`config.mk`:
```
export PLATFORM = sky130hd
export DESIGN_NAME = prog_seq
export DESIGN_NICKNAME = d
export VERILOG_FILES = /design/src/rtl/prog_seq_pkg.sv /design/src/rtl/sat_counter.sv /design/src/rtl/prog_seq.sv
export SDC_FILE = /design/constraint.sdc
export NUM_CORES = 1
export LEC_CHECK = 0
export BUFFER_PORTS_ARGS = -buffer_cell sky130_fd_sc_hd__buf_2
export CORE_AREA = 2 2 39 41
export DETAILED_ROUTE_END_ITERATION = 16
export DIE_AREA = 0 0 41 43
export PLACE_DENSITY = 0.76
export SKIP_CTS_REPAIR_TIMING = 1
export SYNTH_ARGS = -nofsm -noshare
export SYNTH_HDL_FRONTEND = slang
export SYNTH_SLANG_ARGS = --single-unit
```
`constraint.sdc`:
```
create_clock -name CLK -period 1.8 [get_ports CLK]
set_input_delay 0.36 -clock CLK [delete_from_list [all_inputs] [get_ports CLK]]
set_output_delay 0.36 -clock CLK [all_outputs]
set_load 0.005 [all_outputs]
```
`src/rtl/prog_seq_pkg.sv`:
```
// prog_seq_pkg: sequencer state encoding and per-program start addresses.
package prog_seq_pkg;
   typedef enum logic [1:0] {IDLE = 2'd0, LOAD = 2'd1, RUN = 2'd2, DONE = 2'd3} state_t;
   localparam logic [3:0][15:0] PROG_ADDR = {16'h0300, 16'h0200, 16'h0100, 16'h0000};
endpackage

```
`src/rtl/sat_counter.sv`:
```
// sat_counter: 16-bit up counter with synchronous clear that sticks at all-ones.
module sat_counter (
   input  logic        clk,
   input  logic        rst_n,
   input  logic        clr,
   input  logic        en,
   output logic [15:0] cnt
);
   logic [15:0] cnt_q, cnt_d;
   always_comb cnt_d = clr ? 16'h0000 : (en && cnt_q != 16'hFFFF) ? cnt_q + 16'd1 : cnt_q;
   always_ff @(posedge clk or negedge rst_n)
      if (!rst_n) cnt_q <= 16'h0000;
      else cnt_q <= cnt_d;
   assign cnt = cnt_q;
endmodule

```
`src/rtl/prog_seq.sv`:
```
// prog_seq: program sequencer loading the PC and running until a halt instruction.
// Define PROG_SEQ_CYCLE_COUNT_EN to count RUN cycles on Cycle_cnt; otherwise it reads zero.
module prog_seq
   import prog_seq_pkg::*;
(
   input  logic        CLK,
   input  logic        Reset_n,
   input  logic        Start,
   input  logic [1:0]  Prog_sel,
   input  logic        Halt_instr,
   output logic        PC_init,
   output logic [15:0] Start_addr,
   output logic        PC_halt,
   output logic        Busy,
   output logic        Ack,
   output logic [15:0] Cycle_cnt
);
   state_t     state_q, state_d;
   logic [1:0] sel_q, sel_d;
   always_comb begin
      state_d = (state_q == IDLE && Start)      ? LOAD :
                (state_q == LOAD)               ? RUN  :
                (state_q == RUN && Halt_instr)  ? DONE :
                (state_q == DONE && !Start)     ? IDLE : state_q;
      sel_d   = (state_q == IDLE && Start) ? Prog_sel : sel_q;
   end
   always_ff @(posedge CLK or negedge Reset_n)
      if (!Reset_n) begin
         state_q <= IDLE;
         sel_q   <= 2'd0;
      end else begin
         state_q <= state_d;
         sel_q   <= sel_d;
      end
   assign PC_init    = state_q == LOAD;
   assign Busy       = state_q == LOAD || state_q == RUN;
   assign Ack        = state_q == DONE;
   // In RUN the PC freezes on the halt instruction itself, in the same cycle.
   assign PC_halt    = (state_q == RUN) ? Halt_instr : (state_q != LOAD);
   assign Start_addr = PROG_ADDR[sel_q];
`ifdef PROG_SEQ_CYCLE_COUNT_EN
   sat_counter u_cnt (
      .clk   (CLK),
      .rst_n (Reset_n),
      .clr   (state_q == LOAD),
      .en    (state_q == RUN),
      .cnt   (Cycle_cnt)
   );
`else
   assign Cycle_cnt = 16'h0000;
`endif
endmodule

```
**Yosys cells after proc, flatten, opt, wreduce, memory -nomap -nowiden**

Cells that the tools add are included.

- Equal/unequal tests: 4
- Reduce and logical (&&, ||, !) cells: 7
- Mux-type cells: 7
- $lt $le $gt $ge: 1

Operators by type and width:

| operator | count |
|---|---|
| binary-select mux 16 bit (select 2 bit) | 1 |
| 2-to-1 mux 16 bit | 1 |
| 2-to-1 mux 2 bit | 4 |
| == test 2 bit (second input constant) | 2 |
| nonzero test 4 bit | 1 |
| logical AND 1 bit | 3 |
| < comparator 2 x 3 -> 1 bit (second input constant) | 1 |
| == test 2 x 1 -> 1 bit (second input constant) | 1 |
| logical NOT 2 bit | 1 |
| != test 2 x 1 -> 1 bit (second input constant) | 1 |
| logical NOT 1 bit | 1 |
| logical OR 1 bit | 1 |
| 2-to-1 mux 1 bit | 1 |

- Output and inout bits: 36
- Register bits: 4

**Logic depth before layout (Yosys ltp)**

- Depth in word-level cells: 6
- Mapped depth: 5
- Mapped depth without buffers: 5

**Least setup slack after synthesis**

Ideal clock, no wire load.

- Path kind: flip-flop to output port
- Start: reg state_q[0]
- End: out PC_halt
- Stages on the path, launching flop included: 4
- Arrival time: 0.823 ns
- Path slack: 0.617 ns
- Path through: dfrtp_1 > inv_1 > ha_1 > nand2_1

- Word-level cells in the longest chain between the ends: 2
- Elaborated cells between the ends (all ways): 3

Ends and longest elaborated chain:

| what | RTL line | RTL |
|---|---|---|
| from (decl) | prog_seq.sv:18 | `state_t state_q, state_d;` |
| from (signal assigned) | prog_seq.sv:32 | `state_q <= state_d;` |
| != test 2 x 1 -> 1 bit or == test 2 bit (tied branches) | prog_seq.sv:39 | `assign PC_halt = (state_q == RUN) ? Halt_instr : (state_q != LOAD);` |
| 2-to-1 mux 1 bit * | prog_seq.sv:39 |  |
| to (decl) | prog_seq.sv:13 | `output logic PC_halt,` |

Mark *: on every way between the ends. The rest lies on a longest branch, timed or not.

**Worst setup path after layout**

Ends and elaborated chain as after synthesis.

==> qor.csv <==
metric,value,unit
fp-row-count,14,
avgSynthCellArea,8.92,um2
drv_slew,0,
cts_tree,yes,
wire_per_inst,8.01,um
area_growth,-1.85,%
ys_top_cells_by_area,"buf_4, dfrtp_1, ha_1",
yosys_most_used_dff,dfrtp_1,
crit_fanout,4,
r2r_slack,530,ps
synth.yosys.warnings,0,
place_inst,79,
ir_drop,620,uV
clock_skew,4.25,ps
die_y,43,um
dr.pass1.iters,4,
cts.clk_slew.worst_paths,40,ps
rsz0062_at_grt,no,
clk_latency,240,ps
drive_gt1_frac,0.254,
coreArea,1380,um2
nets,79,
critical_path_required,1440,ps
hpwl,544,um
route.detailed.drc,0,
grt_max_degree,5,
gp_congestion,0.776,
htree_levels,1,
max_cap_violations,0,
grt_antenna_before_repair,0,
hold_violations,0,
fp.dieW,41,um
outcome,finished clean,
fin_crit,1570,ps
gr-usage-all-layers,0.0816,
synth_top_cell_by_area,buf_4,
syn_area,473,um2
synthArstFlopShare,1.00,
numPortBuffers,11,
yosysMostFrequentCell,buf_4,
arrival,1210,ps
synth_commonest_cells,"buf_4, dfrtp_1, ha_1, inv_1",
initial_utilization,0.342,
holdPathEnd,state_q[1],
ys_types,12,
synth_top_area_share,0.476,
rr_worst_depth,5,
r2r_end,state_q[0],
cp-end-kind,output port,
dieArea,1760,um2
cts_buffer_depth,2,
synth_edf_count,0,
total_leakage_power,0.295,nW
seq_area_frac_synth,0.212,
setup_viol,0,
overflow,0,
grt_pass1_wl,883,um
p_per_area,1370,nW/um2
tns,0,ps
numCtsBuffers,3,
fmax,637,MHz
hold_path_class,in2reg,
vias,291,
diodes,0,
numClockSinks,4,
ys_ff_latch,4,
post-route-period-util,0.873,
io_pins,42,
hold-path-cell-count,2,
critPathKind,reg2out,
holdCritStartpoint,Start,
vias_per_cell,3.51,
fill_cells,160,
hold-worst-slack,357,ps
wirelength,665,um
start_kind,flip-flop,
r2r-start,state_q[0],
ant_nets,0,
netlist_instances,53,
cts_root_buf,clkbuf_4,
drtIter0Drc,2,
fin_cells,83,
grt_pass1_vias,225,
## state kept, by name, indices dropped and copies added, names as in the netlist
| name | cells |
|---|---|
| sel_q | 2 |
| state_q | 2 |
## metal layers
metal / up-vias / global-route usage / part of all wire
li1: 134 / - / -
met1: 135 / 0.0714 / 0.34
met2: 22 / 0.122 / 0.54
met3: 0 / 0.0471 / 0.12
met4: 0 / 0.0733 / 0
met5: - / 0 / 0
## final cells by class
type,instances,area (um2),share of cell area
Multi-Input combinational cell,44,241,0.520
Tap cell,16,20.0,0.0431
Timing Repair Buffer,12,65.1,0.140
Clock buffer,3,22.5,0.0485
Sequential cell,4,100,0.216
Inverter,4,15.0,0.0323
## per-stage QoR
stage	utilization	total power, mW	area [um2]	worst slack (ps)
after global routing	0.335	0.705	464	160
after global placement	0.312	0.505	432	532
after CTS	0.328	0.643	454	220
after floorplan	-	0.442	582	617
final	0.335	0.634	464	229
after detailed placement	0.312	0.517	432	503
## worst max-delay path: stages (launching register included)
cell and delay, ps:
dfrtp_1 390, inv_1 90, ha_1 200, nand2_1 110, nand2_1 60, buf_2 120
## worst max path at each step
stage | from | end | slack, ps | depth (start not counted)
2_1_floorplan | state_q[0] | PC_halt | 620 | 3
3_3_place_gp | state_q[0] | PC_halt | 530 | 5
3_5_place_dp | state_q[0] | PC_halt | 500 | 4
4_1_cts | state_q[0] | PC_halt | 220 | 5
5_1_grt | state_q[0] | PC_halt | 160 | 5
6_report | state_q[0] | PC_halt | 230 | 5
## logic make-up (layout without fill, tap and decap cells)
kind of cell             Yosys count  after routing  share of synthesized area
other                              1             30                    0.00793
buffers and inverters             34             19                      0.508
flip-flops                         4              4                      0.212
multiplexers                       2              2                     0.0635
adder cells (fa/ha/maj)            4              4                      0.106
AND/OR/NAND/NOR                    3              3                     0.0291
AO/OA/AOI/OAI                      5              5                     0.0741
## where the power goes
group          switching (mW)  leakage [nW]  internal, mW
combinational           0.168         0.235         0.179
sequential             0.0356        0.0464         0.138
clock                  0.0384        0.0138        0.0747
## placed cells by master, fill, tap and decap left out, drive strengths merged
cell type	instances
inv	4
dlygate4sd3	1
a21o	1
conb	30
a32oi	1
o21ai	2
ha	4
mux2	2
a22o	1
buf	11
nand2	3
clkbuf	3
dfrtp	4
No activity file was read; power rests on OpenSTA's default activity.
